===== config.mk =====
export PLATFORM = sky130hd
export DESIGN_NAME = stripe_pattern_gen
export DESIGN_NICKNAME = d
export VERILOG_FILES = /design/src/rtl/stripe_pattern_gen.sv
export SDC_FILE = /design/constraint.sdc
export NUM_CORES = 1
export LEC_CHECK = 0
export CORE_MARGIN = 4
export CORE_UTILIZATION = 45
export CTS_CLUSTER_SIZE = 40
export DETAILED_ROUTE_END_ITERATION = 16
export PLACE_DENSITY = 0.85
export SLEW_MARGIN = 20
export SYNTH_ARGS = -nofsm -noshare
export SYNTH_HDL_FRONTEND = slang
export SYNTH_SLANG_ARGS = --single-unit

===== constraint.sdc =====
create_clock -name clk -period 7.58 [get_ports clk]
set_input_delay 1.516 -clock clk [delete_from_list [all_inputs] [get_ports clk]]
set_output_delay 1.516 -clock clk [all_outputs]
set_load 0.005 [all_outputs]

===== src/rtl/stripe_pattern_gen.sv =====
// stripe_pattern_gen: two-stage RGB565 test-pattern generator (stripes, checkerboard, colour bars)
// with a frame-synchronised mode handshake. Define STRIPE_SCROLL_EN to enable per-frame horizontal scroll.
module stripe_pattern_gen #(
    parameter int unsigned WIDTH        = 10,
    parameter int unsigned H_ACTIVE     = 640,
    parameter int unsigned STRIPE_SHIFT = 6,
    parameter int unsigned SCROLL_STEP  = 1
) (
    input  logic             clk,
    input  logic             rst,
    input  logic             de_i,
    input  logic [WIDTH-1:0] line_coo,
    input  logic [WIDTH-1:0] ver_coo,
    input  logic             frame_start,
    input  logic [1:0]       mode_req,
    input  logic             mode_valid,
    output logic             mode_ready,
    output logic [1:0]       mode_o,
    output logic [15:0]      rgb_o,
    output logic             de_o
);

    localparam int unsigned IDX_W = 3;
    localparam int unsigned RGB_W = 16;

    typedef enum logic {
        ST_IDLE = 1'b0,
        ST_PEND = 1'b1
    } state_t;

    state_t             state_q, state_d;
    logic [1:0]         mode_q, mode_d;
    logic [1:0]         pend_q, pend_d;
    logic               ready_q, ready_d;
    logic               accept;

    logic [WIDTH-1:0]   offset;
    logic [WIDTH-1:0]   x_sum;
    logic [WIDTH-1:0]   x_tile;
    logic [WIDTH-1:0]   y_tile;

    logic [IDX_W-1:0]   idx_d, idx_q;
    logic               de1_q;
    logic [RGB_W-1:0]   rgb_d, rgb_q;
    logic               de2_q;

    if (STRIPE_SHIFT < 1 || STRIPE_SHIFT >= WIDTH || SCROLL_STEP >= (32'd1 << WIDTH)) begin : g_param_check
        $error("stripe_pattern_gen: illegal parameter combination");
    end

    // Colour-bar index: bar bounds fold to constants at elaboration.
    function automatic logic [IDX_W-1:0] bar_index(input logic [WIDTH-1:0] x);
        logic [IDX_W-1:0] k;
        k = '0;
        for (int unsigned b = 1; b < 8; b++) begin
            if (32'(x) >= (b * H_ACTIVE) / 8) begin
                k = IDX_W'(b);
            end
        end
        if (32'(x) >= H_ACTIVE) begin
            k = 3'd7;
        end
        return k;
    endfunction

    function automatic logic [RGB_W-1:0] palette(input logic [IDX_W-1:0] idx);
        logic [RGB_W-1:0] c;
        case (idx)
            3'd0:    c = 16'hF800;
            3'd1:    c = 16'h07E0;
            3'd2:    c = 16'h001F;
            3'd3:    c = 16'hFFFF;
            3'd4:    c = 16'hFFE0;
            3'd5:    c = 16'h07FF;
            3'd6:    c = 16'hF81F;
            default: c = 16'h0000;
        endcase
        return c;
    endfunction

`ifdef STRIPE_SCROLL_EN
    logic [WIDTH-1:0] offset_q;

    always_ff @(posedge clk) begin
        if (rst) begin
            offset_q <= '0;
        end else if (frame_start) begin
            offset_q <= offset_q + WIDTH'(SCROLL_STEP);
        end
    end

    assign offset = offset_q;
`else
    assign offset = '0;
`endif

    // Mode handshake: accepted mode waits for frame_start unless it arrives with it.
    assign accept = mode_valid && ready_q;

    always_ff @(posedge clk) begin
        if (rst) begin
            state_q <= ST_IDLE;
            mode_q  <= 2'd0;
            pend_q  <= 2'd0;
            ready_q <= 1'b0;
        end else begin
            state_q <= state_d;
            mode_q  <= mode_d;
            pend_q  <= pend_d;
            ready_q <= ready_d;
        end
    end

    always_comb begin
        state_d = state_q;
        mode_d  = mode_q;
        pend_d  = pend_q;
        case (state_q)
            ST_IDLE: begin
                if (accept) begin
                    if (frame_start) begin
                        mode_d = mode_req;
                    end else begin
                        pend_d  = mode_req;
                        state_d = ST_PEND;
                    end
                end
            end
            ST_PEND: begin
                if (frame_start) begin
                    mode_d  = pend_q;
                    state_d = ST_IDLE;
                end
            end
            default: state_d = ST_IDLE;
        endcase
        ready_d = (state_d == ST_IDLE);
    end

    // Stage 1: palette index from coordinates under the mode in effect this cycle.
    assign x_sum  = line_coo + offset;
    assign x_tile = x_sum >> STRIPE_SHIFT;
    assign y_tile = ver_coo >> STRIPE_SHIFT;

    always_comb begin
        idx_d = 3'd7;
        case (mode_q)
            2'd0:    idx_d = IDX_W'(x_tile % WIDTH'(3));
            2'd1:    idx_d = IDX_W'(y_tile % WIDTH'(3));
            2'd2:    idx_d = (x_tile[0] ^ y_tile[0]) ? 3'd3 : 3'd7;
            default: idx_d = bar_index(line_coo);
        endcase
    end

    // Stage 2: blank outside active video.
    assign rgb_d = de1_q ? palette(idx_q) : '0;

    always_ff @(posedge clk) begin
        if (rst) begin
            idx_q <= '0;
            de1_q <= 1'b0;
            rgb_q <= '0;
            de2_q <= 1'b0;
        end else begin
            idx_q <= idx_d;
            de1_q <= de_i;
            rgb_q <= rgb_d;
            de2_q <= de1_q;
        end
    end

    assign mode_ready = ready_q;
    assign mode_o     = mode_q;
    assign rgb_o      = rgb_q;
    assign de_o       = de2_q;

endmodule


==> impl_metrics.prom <==
# TYPE chip_impl_metric gauge
chip_impl_info{name="critical_path.cell_chain",value="clkdlybuf4s50_1 -> inv_2 -> o21ai_1 -> ha_1 -> mux2i_4 -> ha_1 -> clkinv_1 -> a211oi_1 -> a21o_1 -> ha_1 -> inv_1 -> a32oi_1 -> nor3_1 -> a221oi_1"} 1
chip_impl_metric{name="synth_fp_nets",unit=""} 160
chip_impl_info{name="clockRootBuffer",value="sky130_fd_sc_hd__clkbuf_4"} 1
chip_impl_metric{name="grt_usage",unit=""} 0.153
chip_impl_info{name="ys_top_cells_by_area",value="sky130_fd_sc_hd__dfxtp_1 (26%), sky130_fd_sc_hd__buf_4 (8.9%), sky130_fd_sc_hd__a211oi_1 (4.8%)"} 1
chip_impl_info{name="layout.cells.most_common",value="sky130_fd_sc_hd__clkdlybuf4s50_1"} 1
chip_impl_metric{name="power.density_cell_area",unit="nW/um2"} 154
chip_impl_metric{name="slew_headroom",unit=""} 0.721
chip_impl_metric{name="worst_ep_required_time",unit="ns"} 7.78
chip_impl_metric{name="globalRouteOverflowTotal",unit=""} 0
chip_impl_metric{name="synth-seq-area-share",unit=""} 0.257
chip_impl_metric{name="total_power",unit="W"} 0.000212
chip_impl_metric{name="layout.area.seq",unit="um2"} 280
chip_impl_metric{name="via_count",unit=""} 972
chip_impl_metric{name="postSynthAreaPerCell",unit="um2"} 8.46
chip_impl_metric{name="chipWidth",unit="um"} 57.2
chip_impl_metric{name="die_y",unit="um"} 57.2
chip_impl_info{name="worst_setup_path_end_kind",value="flop"} 1
chip_impl_metric{name="placement.cell_area",unit="um2"} 1340
chip_impl_metric{name="port_buffers",unit=""} 36
chip_impl_metric{name="timing.reg2reg.worst_path_depth",unit=""} 13
chip_impl_info{name="synthDominantAreaCellType",value="sky130_fd_sc_hd__dfxtp_1"} 1
chip_impl_metric{name="wl_per_cell",unit="um"} 13.5
chip_impl_metric{name="post-cts-setup-buffer-count",unit=""} 0
chip_impl_metric{name="cts-resized-gates",unit=""} 0
chip_impl_metric{name="iteration_count_of_the_initial_detailed_routing_pass",unit=""} 4
chip_impl_info{name="critical_path.startpoint_type",value="input pin"} 1
chip_impl_metric{name="yosysWarnings",unit=""} 0
chip_impl_info{name="path_class",value="input pin to flop"} 1
chip_impl_metric{name="clk_pin_slew",unit="ns"} 0.09
chip_impl_metric{name="power_switching_share",unit=""} 0.305
chip_impl_info{name="cp_common_cell",value="sky130_fd_sc_hd__ha_1"} 1
chip_impl_metric{name="post-route-cell-area",unit="um2"} 1380
chip_impl_metric{name="syn-cell-area",unit="um2"} 1090
chip_impl_metric{name="slew_viol_final",unit=""} 0
chip_impl_metric{name="dr.first_iter.drc_count",unit=""} 17
chip_impl_metric{name="power.internal",unit="W"} 0.000148
chip_impl_metric{name="hold_depth",unit=""} 1
chip_impl_metric{name="netlist-cell-type-count",unit=""} 41
chip_impl_metric{name="combinationalPowerShare",unit=""} 0.337
chip_impl_metric{name="grt_start_max_net_pins",unit=""} 12
chip_impl_metric{name="wire_length_of_the_first_global_routing_pass",unit="mm"} 3.98
chip_impl_metric{name="dieArea",unit="um2"} 3280
chip_impl_metric{name="cts_buffers",unit=""} 3
chip_impl_metric{name="fill_cells",unit=""} 206
chip_impl_metric{name="clk-insertion-delay-late",unit="ns"} 0.29
chip_impl_info{name="status",value="finished clean"} 1
chip_impl_metric{name="timing.critical_path.fanout_max",unit=""} 10
chip_impl_metric{name="fp-row-count",unit=""} 17
chip_impl_metric{name="timing.final.ws_setup",unit="ns"} 3.06
chip_impl_info{name="ys.flop_type",value="sky130_fd_sc_hd__dfxtp_1"} 1
chip_impl_metric{name="grt_pass1_vias",unit=""} 951
chip_impl_metric{name="final_min_period_over_clock_period",unit=""} 0.596
chip_impl_metric{name="postRouteWirelength",unit="mm"} 2.41
chip_impl_info{name="grt_setup_unrepaired",value="no"} 1
chip_impl_metric{name="cts_max_path_buffers",unit=""} 2
chip_impl_metric{name="post-route-drc-count",unit=""} 0
chip_impl_metric{name="post_synth_inst_count",unit=""} 129
chip_impl_info{name="hold_class",value="flop to flop"} 1
chip_impl_metric{name="hpwl",unit="mm"} 1.95
chip_impl_metric{name="routed-wl-met2",unit="mm"} 1.28
chip_impl_metric{name="peakVddDrop",unit="mV"} 0.112
chip_impl_metric{name="layout-drive-gt1-share",unit=""} 0.0800
chip_impl_metric{name="finalClockSkew",unit="ns"} 0.00219
chip_impl_metric{name="met3RoutedLength",unit="um"} 153
chip_impl_metric{name="synth_enable_flop_cells",unit=""} 0
chip_impl_metric{name="post-route-min-period",unit="ns"} 4.52
chip_impl_metric{name="maxCapViolations",unit=""} 0
chip_impl_metric{name="share_seq_of_total_power",unit=""} 0.402
chip_impl_metric{name="detailedPlace.worstSlack",unit="ns"} 2.76
chip_impl_info{name="layout_common_cells",value="sky130_fd_sc_hd__clkdlybuf4s50_1 (36), sky130_fd_sc_hd__nor2_1 (14), sky130_fd_sc_hd__dfxtp_1 (14), sky130_fd_sc_hd__inv_1 (9), sky130_fd_sc_hd__a211oi_1 (7)"} 1
chip_impl_metric{name="cts_sinks",unit=""} 14
chip_impl_metric{name="insertedDiodeCount",unit=""} 0
chip_impl_metric{name="flops_latches_synth",unit=""} 14
chip_impl_metric{name="design.core.area",unit="um2"} 2250
chip_impl_metric{name="num-nets-final",unit=""} 182
chip_impl_info{name="crit_slowest_cell",value="sky130_fd_sc_hd__clkdlybuf4s50_1"} 1
chip_impl_metric{name="clock.fmax",unit="MHz"} 221
chip_impl_metric{name="power.switching",unit="W"} 0.0000648
chip_impl_metric{name="via_per_inst",unit=""} 5.46
chip_impl_metric{name="totalNegativeSetupSlack",unit="ns"} 0
chip_impl_metric{name="cts.htree.levels",unit=""} 1
chip_impl_metric{name="largest_stage_delay_on_the_critical_path",unit="ns"} 0.72
chip_impl_metric{name="finalWeightedCongestion",unit=""} 0.793
chip_impl_metric{name="floorplan.initialDensity",unit=""} 0.484
chip_impl_metric{name="fraction_of_post_synthesis_cell_area_in_the_top_cell_type_by_area",unit=""} 0.257
chip_impl_metric{name="initial_antenna_violation_count",unit=""} 0
chip_impl_metric{name="detail_route.wirelength.met1",unit="um"} 927
chip_impl_metric{name="cellLeakagePower",unit="nW"} 0.511
chip_impl_metric{name="cp.arrival",unit="ns"} 4.72
chip_impl_metric{name="ys_async_sr_fraction",unit=""} 0
chip_impl_metric{name="final_hold_viol_count",unit=""} 0
chip_impl_metric{name="clock_power_share",unit=""} 0.261
chip_impl_metric{name="cts_hold_repair.buffers",unit=""} 0
chip_impl_metric{name="postRouteAntennaNets",unit=""} 0
chip_impl_info{name="top_signal_layer_used",value="met4"} 1
chip_impl_info{name="cts_tree",value="built"} 1
chip_impl_metric{name="count_of_endpoints_failing_setup_in_the_final_report",unit=""} 0
chip_impl_metric{name="io_pins",unit=""} 47
chip_impl_metric{name="timing_worst_slew_pin_value",unit="ns"} 0.417
chip_impl_metric{name="multi_input_area",unit="um2"} 622
chip_impl_metric{name="areaGrowthSynthToFinish",unit="%"} 26.4
metrics by stage:
stage | utilization | hold slack (ns) | instances
final | 0.612 | 0.501 | 178
after global routing | 0.612 | 0.517 | 178
after CTS | 0.612 | 0.503 | 178
after detailed placement | 0.595 | 0.490 | 174
after global placement | 0.595 | 0.466 | 174
after floorplan | - | 0.452 | 129
critical path, delay by kind of cell:
kind	cells	cell delay, ns
compound gates	5	1.13
simple gates	1	0.08
buf+inv	4	1.08
fa+ha+maj	3	0.65
mux	1	0.25
layer usage:
metal | global-route usage | up-vias
met5 | 0 | -
met4 | 0.0563 | 0
met3 | 0.0430 | 4
met2 | 0.297 | 35
met1 | 0.153 | 450
li1 | - | 483
final cells by class:
cell class,instances,area share
multi-input cells,84,0.451
repair buffers,36,0.261
flip-flops and latches,14,0.203
inverters,12,0.0327
clock buffers,4,0.0263
well taps,28,0.0254
registers in the layout, summed over array words and instances (netlist names):
register and count:
idx_q 3, rgb_o 3, mode_o 2, pend_q 2, de1_q 1, de_o 1
mode_ready 1, state_q 1
cell usage after synthesis (2+ instances only):
cell type / n
sky130_fd_sc_hd__a21oi_1: 6
sky130_fd_sc_hd__ha_1: 4
sky130_fd_sc_hd__nor2b_1: 2
sky130_fd_sc_hd__or3_1: 2
sky130_fd_sc_hd__buf_4: 13
sky130_fd_sc_hd__inv_1: 9
sky130_fd_sc_hd__a211oi_1: 7
sky130_fd_sc_hd__a221oi_1: 3
sky130_fd_sc_hd__xnor2_1: 2
sky130_fd_sc_hd__dfxtp_1: 14
sky130_fd_sc_hd__nor2_1: 14
sky130_fd_sc_hd__inv_2: 2
sky130_fd_sc_hd__o21ai_1: 2
sky130_fd_sc_hd__buf_6: 3
sky130_fd_sc_hd__clkbuf_1: 2
sky130_fd_sc_hd__nand2_1: 5
sky130_fd_sc_hd__xor2_1: 2
sky130_fd_sc_hd__nor3_1: 4
sky130_fd_sc_hd__mux2i_1: 5
sky130_fd_sc_hd__o21ai_0: 4
sky130_fd_sc_hd__nand2b_1: 4
logic make-up after synthesis:
family                     Yosys count  share of synthesized area
xor gates and xnor gates             4                     0.0321
muxes                                8                     0.0929
AOI/OAI and AO/OA                   32                      0.224
adders and majority gates            4                     0.0459
buffers and inverters               31                      0.173
DFF                                 14                      0.257
and+or+nand+nor                     36                      0.175
final timing paths:
kind | startpoint | to | slack [ns]
max | line_coo[8] | idx_q[1] | 3.06
min | idx_q[2] | rgb_o[10] | 0.50
max reg2reg | mode_o[0] | idx_q[1] | 4.16
min reg2reg | idx_q[2] | rgb_o[10] | 0.50
power groups by stage:
stage           clock, W  combinational, W  sequential, W
6_report       0.0000555         0.0000717      0.0000853
5_1_grt        0.0000593         0.0000796      0.0000865
4_1_cts        0.0000563         0.0000720      0.0000853
3_5_place_dp           0         0.0000715      0.0000871
3_3_place_gp           0         0.0000681      0.0000865
2_1_floorplan          0         0.0000506      0.0000853
Note: power is estimated with default switching activity, not from simulation.
